$ cat src/rtl/stream_reader_if.sv
// Memory read port plus valid/ready output stream of stream_reader.
// master = the reader, slave = the buffer and the downstream consumer.
interface stream_reader_if #(
   parameter int WIDTH      = 16,
   parameter int ADDR_WIDTH = 10
) ();
   logic                    mem_rd_en;
   logic [ADDR_WIDTH-1:0]   mem_addr;
   logic signed [WIDTH-1:0] mem_rd_data;
   logic                    m_valid;
   logic                    m_ready;
   logic signed [WIDTH-1:0] m_data;
   logic                    m_last;

   modport master (
      output mem_rd_en, mem_addr, m_valid, m_data, m_last,
      input  mem_rd_data, m_ready
   );

   modport slave (
      input  mem_rd_en, mem_addr, m_valid, m_data, m_last,
      output mem_rd_data, m_ready
   );
endinterface

$ cat src/rtl/stream_reader.sv
// stream_reader: walks base_addr..base_addr+length-1 of a 1-cycle-latency buffer and streams the words
// through a 2-entry skid FIFO. Defining STREAM_READER_ABORT_EN adds an abort input that cancels a run.
module stream_reader #(
   parameter int WIDTH      = 16,
   parameter int ADDR_WIDTH = 10
) (
   input  logic                  clk,
   input  logic                  rst,
   input  logic                  start,
   input  logic [ADDR_WIDTH-1:0] base_addr,
   input  logic [ADDR_WIDTH:0]   length,
   output logic                  busy,
   output logic                  done,
`ifdef STREAM_READER_ABORT_EN
   input  logic                  abort,
`endif
   stream_reader_if.master       bus
);
   typedef enum logic [1:0] {S_IDLE = 2'd0, S_RUN = 2'd1, S_FINISH = 2'd2} state_t;

   state_t                  r_state;
   logic                    r_busy;
   logic                    r_done;
   logic [ADDR_WIDTH:0]     r_issue_cnt;
   logic [ADDR_WIDTH-1:0]   r_rd_ptr;
   logic                    r_vld;
   logic                    r_vld_last;
   logic                    r_wr_idx;
   logic                    r_rd_idx;
   logic [1:0]              r_count;

   logic                    w_abort;
   logic                    w_valid;
   logic                    w_push;
   logic                    w_pop;
   logic                    w_issue;
   logic                    w_last_pop;
   logic [2:0]              w_credit;
   logic signed [WIDTH-1:0] w_entry_data [2];
   logic                    w_entry_last [2];

`ifdef STREAM_READER_ABORT_EN
   assign w_abort = abort && (r_state == S_RUN);
`else
   assign w_abort = 1'b0;
`endif

   assign w_valid    = (r_count != 2'd0);
   assign w_push     = r_vld;
   assign w_pop      = w_valid && bus.m_ready;
   assign w_last_pop = w_pop && w_entry_last[r_rd_idx];

   // Words that will occupy the FIFO once the in-flight read lands; one slot must stay free for a new read.
   assign w_credit = {1'b0, r_count} + {2'b00, r_vld} - {2'b00, w_pop};
   assign w_issue  = (r_state == S_RUN) && (r_issue_cnt != '0) && (w_credit <= 3'd1) && !w_abort;

   always_ff @(posedge clk) begin
      if (rst || w_abort) begin
         r_state     <= S_IDLE;
         r_busy      <= 1'b0;
         r_done      <= 1'b0;
         r_issue_cnt <= '0;
         r_rd_ptr    <= '0;
         r_vld       <= 1'b0;
         r_vld_last  <= 1'b0;
         r_wr_idx    <= 1'b0;
         r_rd_idx    <= 1'b0;
         r_count     <= 2'd0;
      end else begin
         r_vld      <= w_issue;
         r_vld_last <= w_issue && (r_issue_cnt == {{ADDR_WIDTH{1'b0}}, 1'b1});
         if (w_issue) begin
            r_issue_cnt <= r_issue_cnt - 1'b1;
            r_rd_ptr    <= r_rd_ptr + 1'b1;
         end
         if (w_push) r_wr_idx <= ~r_wr_idx;
         if (w_pop)  r_rd_idx <= ~r_rd_idx;
         r_count <= r_count + {1'b0, w_push} - {1'b0, w_pop};

         case (r_state)
            S_IDLE: begin
               r_done <= 1'b0;
               if (start) begin
                  r_issue_cnt <= length;
                  r_rd_ptr    <= base_addr;
                  r_busy      <= 1'b1;
                  if (length == '0) begin
                     r_state <= S_FINISH;
                     r_done  <= 1'b1;
                  end else begin
                     r_state <= S_RUN;
                  end
               end
            end
            S_RUN: begin
               if (w_last_pop) begin
                  r_state <= S_FINISH;
                  r_done  <= 1'b1;
               end
            end
            S_FINISH: begin
               r_state <= S_IDLE;
               r_done  <= 1'b0;
               r_busy  <= 1'b0;
            end
            default: r_state <= S_IDLE;
         endcase
      end
   end

   generate
      for (genvar gi = 0; gi < 2; gi++) begin : g_entry
         logic signed [WIDTH-1:0] r_data;
         logic                    r_last;
         always_ff @(posedge clk) begin
            if (rst) begin
               r_data <= '0;
               r_last <= 1'b0;
            end else if (w_push && (r_wr_idx == 1'(gi))) begin
               r_data <= bus.mem_rd_data;
               r_last <= r_vld_last;
            end
         end
         assign w_entry_data[gi] = r_data;
         assign w_entry_last[gi] = r_last;
      end
   endgenerate

   assert property (@(posedge clk) disable iff (rst) !(w_push && (r_count == 2'd2)));

   assign busy          = r_busy;
   assign done          = r_done;
   assign bus.mem_rd_en = w_issue;
   assign bus.mem_addr  = r_rd_ptr;
   assign bus.m_valid   = w_valid;
   // Stale entries stay hidden so an empty FIFO presents zeros.
   assign bus.m_data    = w_valid ? w_entry_data[r_rd_idx] : '0;
   assign bus.m_last    = w_valid && w_entry_last[r_rd_idx];
endmodule

$ cat src/flat_wrapper.sv
// flat-port wrapper written by rule: the top's interface ports become plain ports
module stream_reader_flat 
#(
   parameter int WIDTH      = 16,
   parameter int ADDR_WIDTH = 10
)
  (clk, rst, start, base_addr, length, busy, done, bus_mem_rd_en, bus_mem_addr, bus_m_valid, bus_m_data, bus_m_last, bus_mem_rd_data, bus_m_ready);
  stream_reader_if #(.WIDTH(WIDTH), .ADDR_WIDTH(ADDR_WIDTH)) bus_i ();
  input  logic clk;
  input  logic rst;
  input  logic start;
  input  logic [ADDR_WIDTH-1:0] base_addr;
  input  logic [ADDR_WIDTH:0] length;
  output logic busy;
  output logic done;
  output wire logic [$bits(bus_i.mem_rd_en)-1:0] bus_mem_rd_en;
  output wire logic [$bits(bus_i.mem_addr)-1:0] bus_mem_addr;
  output wire logic [$bits(bus_i.m_valid)-1:0] bus_m_valid;
  output wire logic [$bits(bus_i.m_data)-1:0] bus_m_data;
  output wire logic [$bits(bus_i.m_last)-1:0] bus_m_last;
  input wire logic [$bits(bus_i.mem_rd_data)-1:0] bus_mem_rd_data;
  input wire logic [$bits(bus_i.m_ready)-1:0] bus_m_ready;
  assign bus_mem_rd_en = bus_i.mem_rd_en;
  assign bus_mem_addr = bus_i.mem_addr;
  assign bus_m_valid = bus_i.m_valid;
  assign bus_m_data = bus_i.m_data;
  assign bus_m_last = bus_i.m_last;
  assign bus_i.mem_rd_data = bus_mem_rd_data;
  assign bus_i.m_ready = bus_m_ready;
  stream_reader #(.WIDTH(WIDTH), .ADDR_WIDTH(ADDR_WIDTH)) u_core (.clk(clk), .rst(rst), .start(start), .base_addr(base_addr), .length(length), .busy(busy), .done(done), .bus(bus_i));
endmodule
$ cat config.mk
export PLATFORM = sky130hd
export DESIGN_NAME = stream_reader_flat
export DESIGN_NICKNAME = d
export VERILOG_FILES = /design/src/rtl/stream_reader_if.sv /design/src/rtl/stream_reader.sv /design/src/flat_wrapper.sv
export SDC_FILE = /design/constraint.sdc
export NUM_CORES = 1
export LEC_CHECK = 0
export BUFFER_PORTS_ARGS = -buffer_cell sky130_fd_sc_hd__buf_4
export CAP_MARGIN = 20
export CORE_UTILIZATION = 58
export DETAILED_ROUTE_END_ITERATION = 6
export HOLD_SLACK_MARGIN = 0.06
export PLACE_DENSITY = 0.95
export SLEW_MARGIN = 10
export SYNTH_ARGS = -nofsm -noshare
export SYNTH_HDL_FRONTEND = slang
export SYNTH_SLANG_ARGS = --single-unit
$ cat constraint.sdc
create_clock -name clk -period 4.92 [get_ports clk]
set_clock_uncertainty 0.1 [all_clocks]
set_input_delay 0.984 -clock clk [delete_from_list [all_inputs] [get_ports clk]]
set_output_delay 0.984 -clock clk [all_outputs]
set_load 0.05 [all_outputs]
==> results of run 1 <==
==> cells by family (layout without fill, tap and decap cells) <==
kind of cell,Yosys count,in the layout,share of synthesized area
compound gates,96,96,0.182
fa+ha+maj,9,9,0.0374
simple gates,180,180,0.266
flops,65,65,0.405
buf+inv,40,105,0.0480
xor+xnor,2,2,0.00780
mux,17,17,0.0530
==> critical path, stage by stage <==
cell,delay (ps)
buf_4,110
o21ai_0,180
inv_1,100
ha_1,310
inv_1,50
ha_1,180
fa_1,440
nor2b_1,460
nand2_1,160
nor2_1,150
buf_4,220
==> power groups by stage <==
stage | Combinational [µW] | Sequential, µW | Clock (µW)
floorplan | 316 | 678 | 0
finish | 497 | 649 | 513
CTS | 489 | 647 | 516
global route | 537 | 657 | 541
detailed placement | 481 | 657 | 0
global placement | 464 | 654 | 0
==> metrics by stage <==
step | setup slack [ps] | total power, µW | hold WS (ps) | instance area [µm²] | utilization
after detailed placement | 575 | 1140 | 347 | 3750 | 0.721
after CTS | 509 | 1650 | 357 | 3980 | 0.764
after global routing | 316 | 1740 | 376 | 3990 | 0.766
final | 490 | 1660 | 357 | 3990 | 0.766
after global placement | 679 | 1120 | 335 | 3750 | 0.721
after floorplan | 399 | 993 | 332 | 3210 | -
==> synth_stat cells, drive strengths merged (7+ instances only) <==
| cell type | instances |
|---|---|
| nand2 | 79 |
| dfxtp | 65 |
| a21oi | 41 |
| nor2 | 37 |
| clkbuf | 21 |
| o21ai | 20 |
| mux2i | 17 |
| inv | 14 |
| nand3 | 14 |
| a311oi | 9 |
| ha | 8 |
| or4 | 7 |
==> how the worst min path moves through the flow <==
| stage | from | end | slack (ps) |
|---|---|---|---|
| 2_1_floorplan | u_core.r_vld_last$_SDFF_PP0_ | u_core.g_entry[0].r_last$_SDFFE_PP0P_ | 330 |
| 3_3_place_gp | u_core.r_vld_last$_SDFF_PP0_ | u_core.g_entry[0].r_last$_SDFFE_PP0P_ | 340 |
| 3_5_place_dp | u_core.g_entry[1].r_data[11]$_SDFFE_PP0P_ | u_core.g_entry[1].r_data[11]$_SDFFE_PP0P_ | 350 |
| 4_1_cts | u_core.g_entry[1].r_data[11]$_SDFFE_PP0P_ | u_core.g_entry[1].r_data[11]$_SDFFE_PP0P_ | 360 |
| 5_1_grt | u_core.g_entry[0].r_data[15]$_SDFFE_PP0P_ | u_core.g_entry[0].r_data[15]$_SDFFE_PP0P_ | 380 |
| 6_report | u_core.g_entry[1].r_data[11]$_SDFFE_PP0P_ | u_core.g_entry[1].r_data[11]$_SDFFE_PP0P_ | 360 |
==> routing by layer <==
layer	share of wire	vias up
met3	0.072	16
met4	0.017	0
met1	0.41	1508
met5	0	-
met2	0.50	160
li1	-	1569
==> layout make-up <==
cell class                      count  area [µm²]  area share
Clock buffer                        9         124      0.0311
Clock inverter                      7         100      0.0251
Timing Repair Buffer               75         567       0.142
Tap cell                           70        87.6      0.0220
Sequential cell                    65        1300       0.326
Inverter                           14        52.6      0.0132
Multi-Input combinational cell    304        1750       0.440
==> state kept, by name, summed over array words and instances (netlist names) <==
name	cells
u_core.g_entry.r_last	2
u_core.done	1
u_core.r_wr_idx	1
u_core.busy	1
u_core.r_rd_idx	1
u_core.r_vld	1
u_core.bus.mem_addr	10
u_core.r_state	2
u_core.g_entry.r_data	32
u_core.r_issue_cnt	11
u_core.r_count	2
u_core.r_vld_last	1
==> impl_results.md, run 1 <==
- Worst slew pin tran: 1080 ps
- Via density: 5.98
- Peak Freq: 226 MHz
- Post-route insts no fill: 544
- H-tree depth: 3
- P_sw: 612 µW
- Clock power frac: 0.309
- Post CTS Setup Buffer Count: 0
- WL final: 8370 µm
- Fraction of layout cells with a size suffix above 1: 0.198
- Hold_buf cts: 0
- Internal power: 1050 µW
- Worst r2r path cells: 11
- Tcrit/Tclk final: 0.900
- Slew Viols, Final: 0
- Residual DRC: 0
- Fillers: 367
- Min Tclk post-route: 4430 ps
- GRT met1 Usage: 0.352
- CP max FO: 9
- Yosys cell types: 44
- WL/cell: 15.4 µm
- Avg Synthesized Cell Area: 7.85 µm²
- Worst slew margin: 0.276
- Status: complete, no violations
- Final Hold Viols: 0
- Initial core utilization: 0.617
- Max clock buf depth: 2
- Site Rows: 26
- Power Dens Cells: 416 nW/µm²
- Logic pwr share: 0.300
- Req. time, crit path: 3840 ps
- Sequential area share after synthesis: 0.405
- M3 GR Usage: 0.0563
- GRT busiest layer: met2
- Most frequent cells in the layout: 79 x nand2_1, 74 x buf_4, 65 x dfxtp_1
- Maximum vdd drop: 0.287 mV
- Iteration-0 DRC Markers: 297
- IO buf count: 71
- Mapped Nets: 459
- #FFs+latches synth: 65
- Final setup fails: 0
- Initial antenna violation count: 0
- CP Launch Type: primary input
- Sw Share: 0.369
- Post-route antenna net violation count: 0
- Nature of the critical path endpoint: output port
- Gates resized, CTS repair: 0
- Chip width: 76.4 µm
- Cells after Synth: 409
- WS Path Type: in2out
- Top cells by area, synth: dfxtp_1 41%, nand2_1 9.2%, a21oi_1 6.4%
- Most common cell after layout, fill and taps aside: nand2_1
- Async SR Flop Fraction: 0
- R2r startpoint: u_core.r_count[1]$_SDFF_PP0_
- Pin count of the biggest net entering global routing: 57
- Total track usage: 0.293
- Clock Latency Late Sink: 340 ps
- EDFF count, synth: 0
- Final TNS setup: 0 ps
- Nets: 519
- Final GP Congestion: 0.828
- Core ar.: 5200 µm²
- Unrepaired setup endpoints after global routing: false
- Worst setup path endpoint: bus_mem_rd_en
- Total CTS buffers: 9
- R2r setup slk: 1310 ps
- Total gr overflow: 0
- Clock transition at path regs: 80 ps
- CTS sink cnt: 65
- Critical Path AT: 3350 ps
- Diodes inserted: 0
- M2 GR Usage: 0.505
- RR Endpoint: u_core.r_issue_cnt[7]$_SDFF_PP0_
- Dpl hpwl: 5580 µm
- DR pass1 iterations: 5
- IO Count: 72
- Via count: 3,253
- Root Driver: clkbuf_8
- Die H: 76.4 µm
- Max Cap Viol: 0
- Area leader, netlist: dfxtp_1
- Die Area: 5830 µm²
- Placed insts: 527
- CTS tree: built
- Top-area cell type share of the netlist area: 0.405
- Worst Hold Path Cells: 2
- Worst hold path type: reg2reg
- CP startpoint: bus_m_ready
- Flop pwr share: 0.391
- First-pass GRT wire length: 13,900 µm
- P_leak: 0.00151 µW
- Synth warn: 0
- P&R area growth vs syn: 24.2%
- Vias in the first global route: 3,144
- Ys flop type: dfxtp_1
- Post-Syn Area: 3210 µm²
Power figures use the tool's default switching activity.
==> run 2: changes to the inputs <==
--- a/config.mk
+++ b/config.mk
@@ -7,10 +7,10 @@
 export LEC_CHECK = 0
 export BUFFER_PORTS_ARGS = -buffer_cell sky130_fd_sc_hd__buf_4
 export CAP_MARGIN = 20
-export CORE_UTILIZATION = 58
+export CORE_UTILIZATION = 54
 export DETAILED_ROUTE_END_ITERATION = 6
 export HOLD_SLACK_MARGIN = 0.06
-export PLACE_DENSITY = 0.95
+export PLACE_DENSITY = 0.91
 export SLEW_MARGIN = 10
 export SYNTH_ARGS = -nofsm -noshare
 export SYNTH_HDL_FRONTEND = slang
==> constraint.sdc (replaced) <==
create_clock -name clk -period 4.9 [get_ports clk]
set_clock_uncertainty 0.1 [all_clocks]
set_input_delay 0.98 -clock clk [delete_from_list [all_inputs] [get_ports clk]]
set_output_delay 0.98 -clock clk [all_outputs]
set_load 0.05 [all_outputs]
==> impl_results.md, run 2 (synthesis results as in run 1) <==
- Initial antenna violation count: 0
- WL final: 8120 µm
- Hold_buf cts: 0
- Root Driver: clkbuf_8
- Via count: 3,203
- Residual DRC: 0
- Fillers: 431
- Gates resized, CTS repair: 0
- Total CTS buffers: 9
- CTS sink cnt: 65
- Min Tclk post-route: 4180 ps
- Tcrit/Tclk final: 0.853
- H-tree depth: 3
- Fraction of layout cells with a size suffix above 1: 0.198
- P_leak: 0.00151 µW
- Post-route antenna net violation count: 0
- Worst hold path type: reg2reg
- Worst slew pin tran: 1090 ps
- Largest register by flop count: u_core.g_entry.r_data
- Dpl hpwl: 5560 µm
- Chip width: 79.1 µm
- CTS tree: built
- Die H: 79.1 µm
- R2r setup slk: 1470 ps
- Placement Setup Slack: 730 ps
- CP Launch Type: primary input
- Final setup fails: 0
- Total track usage: 0.270
- Worst slew margin: 0.270
- Final TNS setup: 0 ps
- Power Dens Cells: 404 nW/µm²
- Max clock buf depth: 2
- Pin count of the biggest net entering global routing: 57
- Most common cell after layout, fill and taps aside: nand2_1
- CP max stage cell: fa_1
- DR pass1 iterations: 5
- IO Count: 72
- Req. time, crit path: 3820 ps
- Most frequent cells in the layout: 79 x nand2_1, 75 x buf_4, 65 x dfxtp_1
- Final Total Pwr: 1610 µW
- Total gr overflow: 0
- CP cell instances: buf_4, o21ai_0, inv_1, ha_1, inv_1, ha_1, fa_1, xor2_2, nand2_1, nor2_1, buf_4
- Placed cell area: 3770 µm²
- Clock transition at path regs: 70 ps
- Vias in the first global route: 2,982
- Slew Viols, Final: 0
- P&R area growth vs syn: 24.0%
- Status: complete, no violations
- Post CTS Setup Buffer Count: 0
- Nets: 520
- Critical Path AT: 3100 ps
- Core ar.: 5610 µm²
- Max FFs per register: 32
- Diodes inserted: 0
- Site Rows: 27
- Final Hold Viols: 0
- WS Path Type: in2out
- IO buf count: 71
- Final GP Congestion: 0.872
- Peak Freq: 239 MHz
- Initial core utilization: 0.572
- Iteration-0 DRC Markers: 316
- Slowest stage delay, CP: 400 ps
- Die Area: 6260 µm²
- First-pass GRT wire length: 13,200 µm
- Max Cap Viol: 0
- Clock Latency Late Sink: 340 ps
- Unrepaired setup endpoints after global routing: false
- Via density: 5.86
- Maximum vdd drop: 0.194 mV
- Nature of the critical path endpoint: output port
- Slack of the critical path: 721 ps
- Final Cell Area: 3980 µm²
- WL/cell: 14.8 µm
- CP max FO: 9
## run 2: layer usage
layer	global-route usage	up-vias	wire (µm)
li1	-	1570	-
met1	0.340	1515	3570
met2	0.455	107	4020
met3	0.0529	11	425
met4	0.104	0	100
met5	0	-	0
## run 2: final cells by class
| cell class | count | area, µm² | share of cell area |
|---|---|---|---|
| multi-input combinational | 304 | 1750 | 0.441 |
| clock inverter | 4 | 51.3 | 0.0129 |
| timing repair buffer | 76 | 574 | 0.144 |
| tap | 72 | 90.1 | 0.0226 |
| clock buffer | 12 | 155 | 0.0390 |
| sequential | 65 | 1300 | 0.327 |
| inverter | 14 | 52.6 | 0.0132 |
## run 2: final timing paths
| kind | cells past startpoint | end | from |
|---|---|---|---|
| setup / recovery | 11 | bus_mem_rd_en | bus_m_ready |
| hold / removal | 2 | u_core.g_entry[0].r_data[1]$_SDFFE_PP0P_ | u_core.g_entry[0].r_data[1]$_SDFFE_PP0P_ |
| setup reg to reg | 11 | u_core.r_issue_cnt[7]$_SDFF_PP0_ | u_core.r_count[1]$_SDFF_PP0_ |
| hold reg to reg | 2 | u_core.g_entry[0].r_data[1]$_SDFFE_PP0P_ | u_core.g_entry[0].r_data[1]$_SDFFE_PP0P_ |
## run 2: power by group
group / switching [µW] / internal [µW] / total (µW)
Combinational: 312 / 180 / 491
Sequential: 71.8 / 581 / 653
Clock: 202 / 263 / 465
Total: 586 / 1020 / 1610
## run 2: stage by stage
stage / std cells / hold WS [ps] / utilization
CTS: 547 / 356 / 0.710
finish: 547 / 356 / 0.710
detailed placement: 531 / 347 / 0.673
global route: 547 / 382 / 0.710
global placement: 530 / 341 / 0.671
floorplan: 409 / 332 / -
## run 2: worst max-delay path: cells and delay by family
| kind | cells | cell delay [ps] |
|---|---|---|
| AO/OA/AOI/OAI | 1 | 200 |
| XOR/XNOR | 1 | 320 |
| adder cells (fa/ha/maj) | 3 | 890 |
| buffers and inverters | 4 | 470 |
| AND/OR/NAND/NOR | 2 | 240 |
==> run 3: changes to the inputs <==
--- a/config.mk
+++ b/config.mk
@@ -7,10 +7,10 @@
 export LEC_CHECK = 0
 export BUFFER_PORTS_ARGS = -buffer_cell sky130_fd_sc_hd__buf_4
 export CAP_MARGIN = 20
-export CORE_UTILIZATION = 54
+export CORE_UTILIZATION = 30
 export DETAILED_ROUTE_END_ITERATION = 6
 export HOLD_SLACK_MARGIN = 0.06
-export PLACE_DENSITY = 0.91
+export PLACE_DENSITY = 0.6
 export SLEW_MARGIN = 10
 export SYNTH_ARGS = -nofsm -noshare
 export SYNTH_HDL_FRONTEND = slang
==> impl_results.md, run 3 (synthesis results as in run 1) <==
- P&R area growth vs syn: 27.6%
- Gates resized, CTS repair: 0
- Iteration-0 DRC Markers: 168
- Fillers: 1,066
- Status: complete, no violations
- CP max stage cell: fa_1
- Critical Path AT: 3030 ps
- IO buf count: 71
- Tcrit/Tclk final: 0.839
- H-tree depth: 3
- Total track usage: 0.164
- Die H: 105 µm
- Power Dens Cells: 411 nW/µm²
- Final GP Congestion: 0.816
- Register Area: 1300 µm²
- Clock Latency Late Sink: 340 ps
- Worst slew margin: 0.397
- Final Cell Area: 4100 µm²
- Most frequent cells in the layout: 79 x nand2_1, 76 x buf_4, 65 x dfxtp_1
- P_leak: 0.00153 µW
- WS Path Type: in2out
- IO Count: 72
- CTS sink cnt: 65
- Max Cap Viol: 0
- Total CTS buffers: 9
- Chip width: 105 µm
- WL/cell: 14.1 µm
- Crit path buffers/inverters: 4
- Final setup fails: 0
- Via density: 5.14
- Nature of the critical path endpoint: output port
- Initial antenna violation count: 0
- Slowest stage delay, CP: 400 ps
- Maximum vdd drop: 0.225 mV
- Fraction of layout cells with a size suffix above 1: 0.200
- Multi-input logic area: 1750 µm²
- Die Area: 11,100 µm²
- Site Rows: 37
- Via count: 3,138
- Final TNS setup: 0 ps
- Total gr overflow: 0
- Worst slew pin tran: 902 ps
- Peak Freq: 243 MHz
- First-pass GRT wire length: 14,600 µm
- CP Launch Type: primary input
- Initial core utilization: 0.309
- CTS tree: built
- Largest register by flop count: u_core.g_entry.r_data
- DR pass1 iterations: 6
- Most common cell after layout, fill and taps aside: nand2_1
- Dpl hpwl: 5920 µm
- CP max FO: 9
- Clock transition at path regs: 70 ps
- Post CTS Setup Buffer Count: 0
- Max clock buf depth: 2
- Hold_buf cts: 0
- Residual DRC: 0
- CP delay by family, top: adder cells
- Nets: 521
- Min Tclk post-route: 4110 ps
- Max FFs per register: 32
- WL final: 8610 µm
- Core ar.: 10,400 µm²
- Worst hold path type: reg2reg
- Final Hold Viols: 0
- Slew Viols, Final: 0
- Unrepaired setup endpoints after global routing: false
- Placed cell area: 3850 µm²
- Req. time, crit path: 3820 ps
- CP cell instances: buf_4, o21ai_0, inv_1, ha_1, inv_1, ha_1, fa_1, xor2_2, nand2_1, nor2_1, buf_4
- Root Driver: clkbuf_8
- Diodes inserted: 0
- Pin count of the biggest net entering global routing: 57
- Post-route antenna net violation count: 0
- Vias in the first global route: 3,091
-- run 3: cell count changes in the layout (fill, tap and decap cells not counted), sizes merged --
| cell | change |
|---|---|
| buf | +1 |
| bufinv | +2 |
| clkbuf | -3 |
-- run 3: tightest hold or removal path, stage by stage (launching register included) --
cell and delay, ps:
dfxtp_1 310, nand2_1 50, a21oi_1 50
-- run 3: through the flow --
step                      hold WS [ps]  power, µW  instances   util  setup WS [ps]
after floorplan                    332        997        409      -            387
after global placement             341       1150        595  0.371            812
after detailed placement           346       1150        595  0.371            768
after CTS                          356       1700        610  0.393            761
after global routing               375       1790        611  0.395            574
final                              355       1680        611  0.395            788
-- run 3: metal layers --
| layer | track usage | vias up | part of all wire |
|---|---|---|---|
| met4 | 0.0443 | 0 | 0.010 |
| met3 | 0.0427 | 7 | 0.058 |
| met1 | 0.210 | 1451 | 0.48 |
| met2 | 0.273 | 106 | 0.45 |
| li1 | - | 1574 | - |
| met5 | 0 | - | 0 |
-- run 3: path summary, 6_finish.rpt --
kind	from	to	slack [ps]	cells past startpoint
max	bus_m_ready	bus_mem_rd_en	790	11
min	u_core.g_entry[0].r_data[10]$_SDFFE_PP0P_	u_core.g_entry[0].r_data[10]$_SDFFE_PP0P_	350	2
max reg2reg	u_core.r_count[1]$_SDFF_PP0_	u_core.r_issue_cnt[7]$_SDFF_PP0_	1620	11
min reg2reg	u_core.g_entry[0].r_data[10]$_SDFFE_PP0P_	u_core.g_entry[0].r_data[10]$_SDFFE_PP0P_	350	2
-- run 3: cell type report --
class                      count  area share
tap                          136      0.0416
sequential                    65       0.318
multi-input combinational    304       0.428
inverter                      14      0.0128
clock buffer                   9      0.0302
clock inverter                 6      0.0263
timing repair buffer          77       0.143
-- run 3: power breakdown --
group          internal (µW)  switching (µW)  total (µW)
combinational            182             323         505
sequential               581            59.6         641
clock                    333             204         537
total                   1100             587        1680
